--- src/rtl/loader_pkg.sv ---
// loader_pkg: shared FSM state encoding and word geometry for the program loader
package loader_pkg;
    localparam int BYTES_PER_WORD = 4;
    typedef enum logic [2:0] {IDLE, COLLECT, WRITE, READBACK, CHECK, DONE, ERROR} state_t;
endpackage

--- src/rtl/program_loader_if.sv ---
// program_loader_if: host byte stream plus instruction-memory write/readback port
interface program_loader_if #(
    parameter int ADDRESS_WIDTH = 32
);
    logic                     byte_valid_in;
    logic [7:0]               byte_in;
    logic                     byte_ready_out;
    logic                     instr_write_out;
    logic [ADDRESS_WIDTH-1:0] instr_address_out;
    logic [31:0]              instr_data_out;
    logic [31:0]              read_instr_in;
    modport slave (
        input  byte_valid_in, byte_in, read_instr_in,
        output byte_ready_out, instr_write_out, instr_address_out, instr_data_out
    );
    modport master (
        output byte_valid_in, byte_in, read_instr_in,
        input  byte_ready_out, instr_write_out, instr_address_out, instr_data_out
    );
endinterface

--- src/rtl/byte_to_word.sv ---
// byte_to_word: packs accepted bytes little-endian into a word, pulsing word_valid on the last byte
module byte_to_word
    import loader_pkg::*;
(
    input  logic                        clk,
    input  logic                        rst,
    input  logic                        clear,
    input  logic                        byte_valid,
    input  logic [7:0]                  byte_data,
    output logic [8*BYTES_PER_WORD-1:0] word,
    output logic                        word_valid
);
    localparam int IW = $clog2(BYTES_PER_WORD);
    logic [IW-1:0] idx;
    assign word_valid = byte_valid && idx == IW'(BYTES_PER_WORD - 1);
    always_ff @(posedge clk or posedge rst) begin
        if (rst) begin
            idx  <= '0;
            word <= '0;
        end else if (clear) begin
            idx  <= '0;
            word <= '0;
        end else if (byte_valid) begin
            word[{idx, 3'b000} +: 8] <= byte_data;
            idx <= word_valid ? '0 : idx + 1'b1;
        end
    end
endmodule

--- src/rtl/program_loader.sv ---
// program_loader: streams host bytes into instruction memory word by word,
// verifies each write by readback and releases the CPU only after a clean load.
module program_loader
    import loader_pkg::*;
#(
    parameter int ADDRESS_WIDTH = 32,
    parameter int COUNT_WIDTH   = 16
) (
    input  logic                     clock_in,
    input  logic                     reset_in,
    input  logic                     start_in,
    input  logic [ADDRESS_WIDTH-1:0] base_address_in,
    input  logic [COUNT_WIDTH-1:0]   word_count_in,
    program_loader_if.slave          bus,
    output logic                     cpu_reset_out,
    output logic                     busy_out,
    output logic                     done_out,
    output logic                     error_out,
    output logic [ADDRESS_WIDTH-1:0] error_address_out
);
    state_t                   state;
    logic [ADDRESS_WIDTH-1:0] addr;
    logic [COUNT_WIDTH-1:0]   count;
    logic [COUNT_WIDTH-1:0]   words;
    logic [31:0]              word;
    logic                     word_valid;
    logic                     start_ok;
    logic                     accept;
    logic                     match;
    assign start_ok = start_in && (state == IDLE || state == DONE || state == ERROR);
    assign accept   = bus.byte_valid_in && bus.byte_ready_out;
    assign match    = bus.read_instr_in == word;
    assign bus.byte_ready_out    = state == COLLECT;
    assign bus.instr_write_out   = state == WRITE;
    assign bus.instr_address_out = addr;
    assign bus.instr_data_out    = word;
    assign busy_out      = state == COLLECT || state == WRITE || state == READBACK || state == CHECK;
    assign done_out      = state == DONE;
    assign error_out     = state == ERROR;
    assign cpu_reset_out = state != DONE;
    byte_to_word u_pack (
        .clk        (clock_in),
        .rst        (reset_in),
        .clear      (start_ok),
        .byte_valid (accept),
        .byte_data  (bus.byte_in),
        .word       (word),
        .word_valid (word_valid)
    );
    always_ff @(posedge clock_in or posedge reset_in) begin
        if (reset_in) begin
            state             <= IDLE;
            addr              <= '0;
            count             <= '0;
            words             <= '0;
            error_address_out <= '0;
        end else if (start_ok) begin
            addr  <= base_address_in;
            count <= word_count_in;
            words <= '0;
            state <= word_count_in == '0 ? DONE : COLLECT;
        end else begin
            case (state)
                COLLECT:  if (word_valid) state <= WRITE;
                WRITE:    state <= READBACK;
                READBACK: state <= CHECK;
                CHECK: begin
                    if (match) begin
                        words <= words + COUNT_WIDTH'(1);
                        addr  <= addr + ADDRESS_WIDTH'(4);
                        state <= words + COUNT_WIDTH'(1) == count ? DONE : COLLECT;
                    end else begin
                        error_address_out <= addr;
                        state             <= ERROR;
                    end
                end
                default: ;
            endcase
        end
    end
endmodule

--- src/flat_wrapper.sv ---
// flat-port wrapper written by rule: the top's interface ports become plain ports
module program_loader_flat import loader_pkg::*;
#(
    parameter int ADDRESS_WIDTH = 32,
    parameter int COUNT_WIDTH   = 16
)
  (clock_in, reset_in, start_in, base_address_in, word_count_in, cpu_reset_out, busy_out, done_out, error_out, error_address_out, bus_byte_valid_in, bus_byte_in, bus_read_instr_in, bus_byte_ready_out, bus_instr_write_out, bus_instr_address_out, bus_instr_data_out);
  program_loader_if #(.ADDRESS_WIDTH(ADDRESS_WIDTH)) bus_i ();
  input  logic clock_in;
  input  logic reset_in;
  input  logic start_in;
  input  logic [ADDRESS_WIDTH-1:0] base_address_in;
  input  logic [COUNT_WIDTH-1:0] word_count_in;
  output logic cpu_reset_out;
  output logic busy_out;
  output logic done_out;
  output logic error_out;
  output logic [ADDRESS_WIDTH-1:0] error_address_out;
  input wire logic [$bits(bus_i.byte_valid_in)-1:0] bus_byte_valid_in;
  input wire logic [$bits(bus_i.byte_in)-1:0] bus_byte_in;
  input wire logic [$bits(bus_i.read_instr_in)-1:0] bus_read_instr_in;
  output wire logic [$bits(bus_i.byte_ready_out)-1:0] bus_byte_ready_out;
  output wire logic [$bits(bus_i.instr_write_out)-1:0] bus_instr_write_out;
  output wire logic [$bits(bus_i.instr_address_out)-1:0] bus_instr_address_out;
  output wire logic [$bits(bus_i.instr_data_out)-1:0] bus_instr_data_out;
  assign bus_i.byte_valid_in = bus_byte_valid_in;
  assign bus_i.byte_in = bus_byte_in;
  assign bus_i.read_instr_in = bus_read_instr_in;
  assign bus_byte_ready_out = bus_i.byte_ready_out;
  assign bus_instr_write_out = bus_i.instr_write_out;
  assign bus_instr_address_out = bus_i.instr_address_out;
  assign bus_instr_data_out = bus_i.instr_data_out;
  program_loader #(.ADDRESS_WIDTH(ADDRESS_WIDTH), .COUNT_WIDTH(COUNT_WIDTH)) u_core (.clock_in(clock_in), .reset_in(reset_in), .start_in(start_in), .base_address_in(base_address_in), .word_count_in(word_count_in), .bus(bus_i), .cpu_reset_out(cpu_reset_out), .busy_out(busy_out), .done_out(done_out), .error_out(error_out), .error_address_out(error_address_out));
endmodule
--- config.mk ---
export PLATFORM = sky130hd
export DESIGN_NAME = program_loader_flat
export DESIGN_NICKNAME = d
export VERILOG_FILES = /design/src/rtl/loader_pkg.sv /design/src/rtl/program_loader_if.sv /design/src/rtl/byte_to_word.sv /design/src/rtl/program_loader.sv /design/src/flat_wrapper.sv
export SDC_FILE = /design/constraint.sdc
export NUM_CORES = 1
export LEC_CHECK = 0
export CAP_MARGIN = 20
export CORE_MARGIN = 8
export CORE_UTILIZATION = 46
export CTS_CLUSTER_SIZE = 28
export DETAILED_ROUTE_END_ITERATION = 6
export PLACE_DENSITY = 0.74
export SLEW_MARGIN = 25
export SYNTH_ARGS = -nofsm -noshare
export SYNTH_HDL_FRONTEND = slang
export SYNTH_SLANG_ARGS = --single-unit
export TNS_END_PERCENT = 10
--- constraint.sdc ---
create_clock -name clock_in -period 5.78 [get_ports clock_in]
set_clock_uncertainty 0.15 [all_clocks]
set_input_delay 1.156 -clock clock_in [delete_from_list [all_inputs] [get_ports clock_in]]
set_output_delay 1.156 -clock clock_in [all_outputs]
set_load 0.005 [all_outputs]
==> results.md <==
- Peak VDD IR: 0.2490 mV
- Synthesized instance count: 741
- Layout Cells excl Fill: 1,122
- H-tree depth: 4
- Power Density: 438.1 mW/mm^2
- EDFF count, synth: 0
- Worst Setup Start Kind: input port
- Sequential area share after synthesis: 47.22%
- Post-synth top area cell: dfrtp_1
- Core area: 0.01509 sq mm
- Final Slew Violations: 0
- First-pass detailed-route iteration total: 5
- First-pass GRT wire length: 32.24 mm
- Synth Register Bits: 133
- Pint: 2822 uW
- Input/output buffers: 193
- Clock root cell: clkbuf_16
- Synth async-reset ratio: 100.0%
- Hold Crit Start: u_core.count[15]$_DFFE_PP0P_
- Sequential share of power: 38.2%
- Total wire length: 20.33 mm
- Share of cells above drive strength 1: 9.003%
- Initial core utilization: 46.71%
- Sink Count: 133
- Post-Synthesis Net Count: 840
- Vias/cell: 5.565
- Max Cap Viol: 0
- Post-Syn Area: 0.007048 sq mm
- Global route overflow: 0
- Worst Tran Pin Value: 0.8448 ns
- # DRC: 0
- Power share of the clock group: 25.1%
- DP Cell Count: 1,089
- Crit path max fanout: 22
- Via count: 6,244
- Worst r2r src: u_core.state[1]$_DFFE_PP0P_
- YS warnings: 0
- Status: finished clean
- R2R depth: 6
- Hold Crit Endpoint: u_core.count[15]$_DFFE_PP0P_
- Worst hold path type: register to register
- Most frequent cells in the layout: 193 x clkdlybuf4s50_1, 133 x dfrtp_1, 109 x nand2_1
- Antenna-violating nets left: 0
- Syn Area/Cell: 9.511 sq um
- Critical Path RT: 5.97 ns
- Hold_buf cts: 0
- Slew Limit Headroom: 43.68%
- Fmax: 273.8 MHz
- Std cell rows: 45
- Cts repair resizes: 0
- RSZ-0062 raised after global routing: no
- Initial antenna violation count: 1
- Commonest non-fill, non-tap cell in the layout: clkdlybuf4s50_1
- TritonCTS clock tree: yes
- Overall die width: 139.8 microns
- Initial DRC count: 402
- GPL Wtd Cong: 0.8726
- Clk Latency, worst-skew pair: 0.42 ns
- Kind of critical path: input port to register
- Setup-failing EPs final: 0
- Overall Global Routing Usage: 20.57%
- Nets: 1,019
- Library cells used by synthesis: 51
- Ports: 194
- Final Hold Vio Count: 0
- Worst-path clk slew: 0.06 ns
- WL/cell: 18.12 microns
- Combinational Power Share: 36.7%
- Static leakage: 0.004200 uW
- Vias in the first global route: 5,970
- CP Data Arrival Time: 3.84 ns
- HPWL after DPL: 14.92 mm
- Die Ht: 139.8 microns
- Full die area: 0.01954 sq mm
- Sw Pwr: 1440 uW
- Setup bufs post-CTS: 0
- Largest net degree at the start of global routing: 65
- Reg2Reg Capture Point: u_core.bus.instr_address_out[24]$_DFFE_PP0P_
- Worst hold stages: 2
- Most used DFF post-synth: dfrtp_1
- R2R setup slack: 2.81 ns
- Longest Clk Path Bufs: 2
- Worst setup EP type: register
- Sw frac: 33.78%
- Setup TNS Final: 0 ns
- Clock buffer count from CTS: 17
- Fin crit share: 63.20%
- Min Tclk post-route: 3.653 ns
- Largest cells by area after synthesis: dfrtp_1 47%, nand2_1 5.8%, xor2_1 5.5%, mux2_2 5.1%, xnor2_1 3.2%
- Area delta synth->final: 38.04%
- Post-synth top area share: 47.22%
## metal layers
layer	vias to the layer above	share of wire (%)	track usage [%]
met5	-	0	0
met4	0	1.6	7.200
met3	22	7.3	6.635
met2	214	45	31.69
met1	2997	46	26.63
li1	3011	-	-
## final cells by class
| class | count | area (sq um) |
|---|---|---|
| diodes | 1 | 2.502 |
| clock buffers | 20 | 456.7 |
| clock inverters | 12 | 128.9 |
| fillers | 1242 | 5360 |
| inverters | 16 | 62.56 |
| multi-input cells | 548 | 3501 |
| flip-flops and latches | 133 | 3328 |
| well taps | 188 | 235.2 |
| repair buffers | 204 | 2014 |
## how the worst max path moves through the flow
stage / start / end / slack [ns]
2_1_floorplan: reset_in / u_core.bus.instr_address_out[0]$_DFFE_PP0P_ / 0.92
3_3_place_gp: bus_read_instr_in[10] / u_core.error_address_out[23]$_DFFE_PP0P_ / 1.76
3_5_place_dp: bus_read_instr_in[30] / u_core.bus.instr_address_out[29]$_DFFE_PP0P_ / 1.72
4_1_cts: bus_read_instr_in[10] / u_core.bus.instr_address_out[29]$_DFFE_PP0P_ / 2.16
5_1_grt: bus_read_instr_in[5] / u_core.bus.instr_address_out[29]$_DFFE_PP0P_ / 2.05
6_report: bus_read_instr_in[30] / u_core.bus.instr_address_out[29]$_DFFE_PP0P_ / 2.13
## critical path, cell delays in order
cell and delay, ns:
clkdlybuf4s50_1 0.42, xor2_1 0.15, nor4_1 0.48, nand4_1 0.14, buf_4 0.24, or4_1 0.66
or3_1 0.39, a31oi_1 0.18
## flip-flops by register name, indices dropped and copies added (netlist names)
register                      count
u_core.bus.instr_address_out     32
u_core.error_address_out         32
u_core.words                     16
u_core.u_pack.idx                 2
u_core.u_pack.word               32
u_core.count                     16
u_core.state                      3
## kinds of logic (layout without fill, tap and decap cells)
kind of cell	after synthesis	after routing	share of synthesized area, %
AO/OA/AOI/OAI	128	128	11.84
AND/OR/NAND/NOR	305	305	21.68
other	0	1	0
buffers and inverters	60	252	3.355
XOR/XNOR	70	70	8.699
adder cells (fa/ha/maj)	7	7	1.243
flip-flops	133	133	47.22
multiplexers	38	38	5.965
## power by group through the flow
stage | registers (uW) | clock network, uW | logic (uW)
after global routing | 1680 | 1120 | 1710
after CTS | 1630 | 1080 | 1580
after floorplan | 1550 | 0 | 788
after detailed placement | 1640 | 0 | 1570
final | 1630 | 1070 | 1560
after global placement | 1630 | 0 | 1540
## synth_stat cells, types with 10 or more instances
cell type / count
dfrtp_1: 133
nand2_1: 109
nand3_1: 44
xor2_1: 44
nor2_1: 35
mux2_2: 32
o21ai_0: 32
clkbuf_1: 30
a21oi_1: 28
xnor2_1: 26
nor4_1: 24
inv_1: 16
nor3_1: 16
and3_1: 14
nand4_1: 14
a22o_1: 13
and2_1: 13
a211oi_1: 11
a31oi_1: 10
## stage by stage
step	setup WS [ns]	area [sq um]	util, %	total power (uW)	hold slack (ns)
floorplan	0.9196	7048	-	2335	0.3152
global placement	1.760	9141	60.58	3176	0.3324
detailed placement	1.716	9141	60.58	3211	0.3379
CTS	2.161	9727	64.46	4289	0.3518
global route	2.051	9729	64.48	4518	0.3614
finish	2.127	9729	64.48	4262	0.3481
No activity file was read; power rests on OpenSTA's default activity.
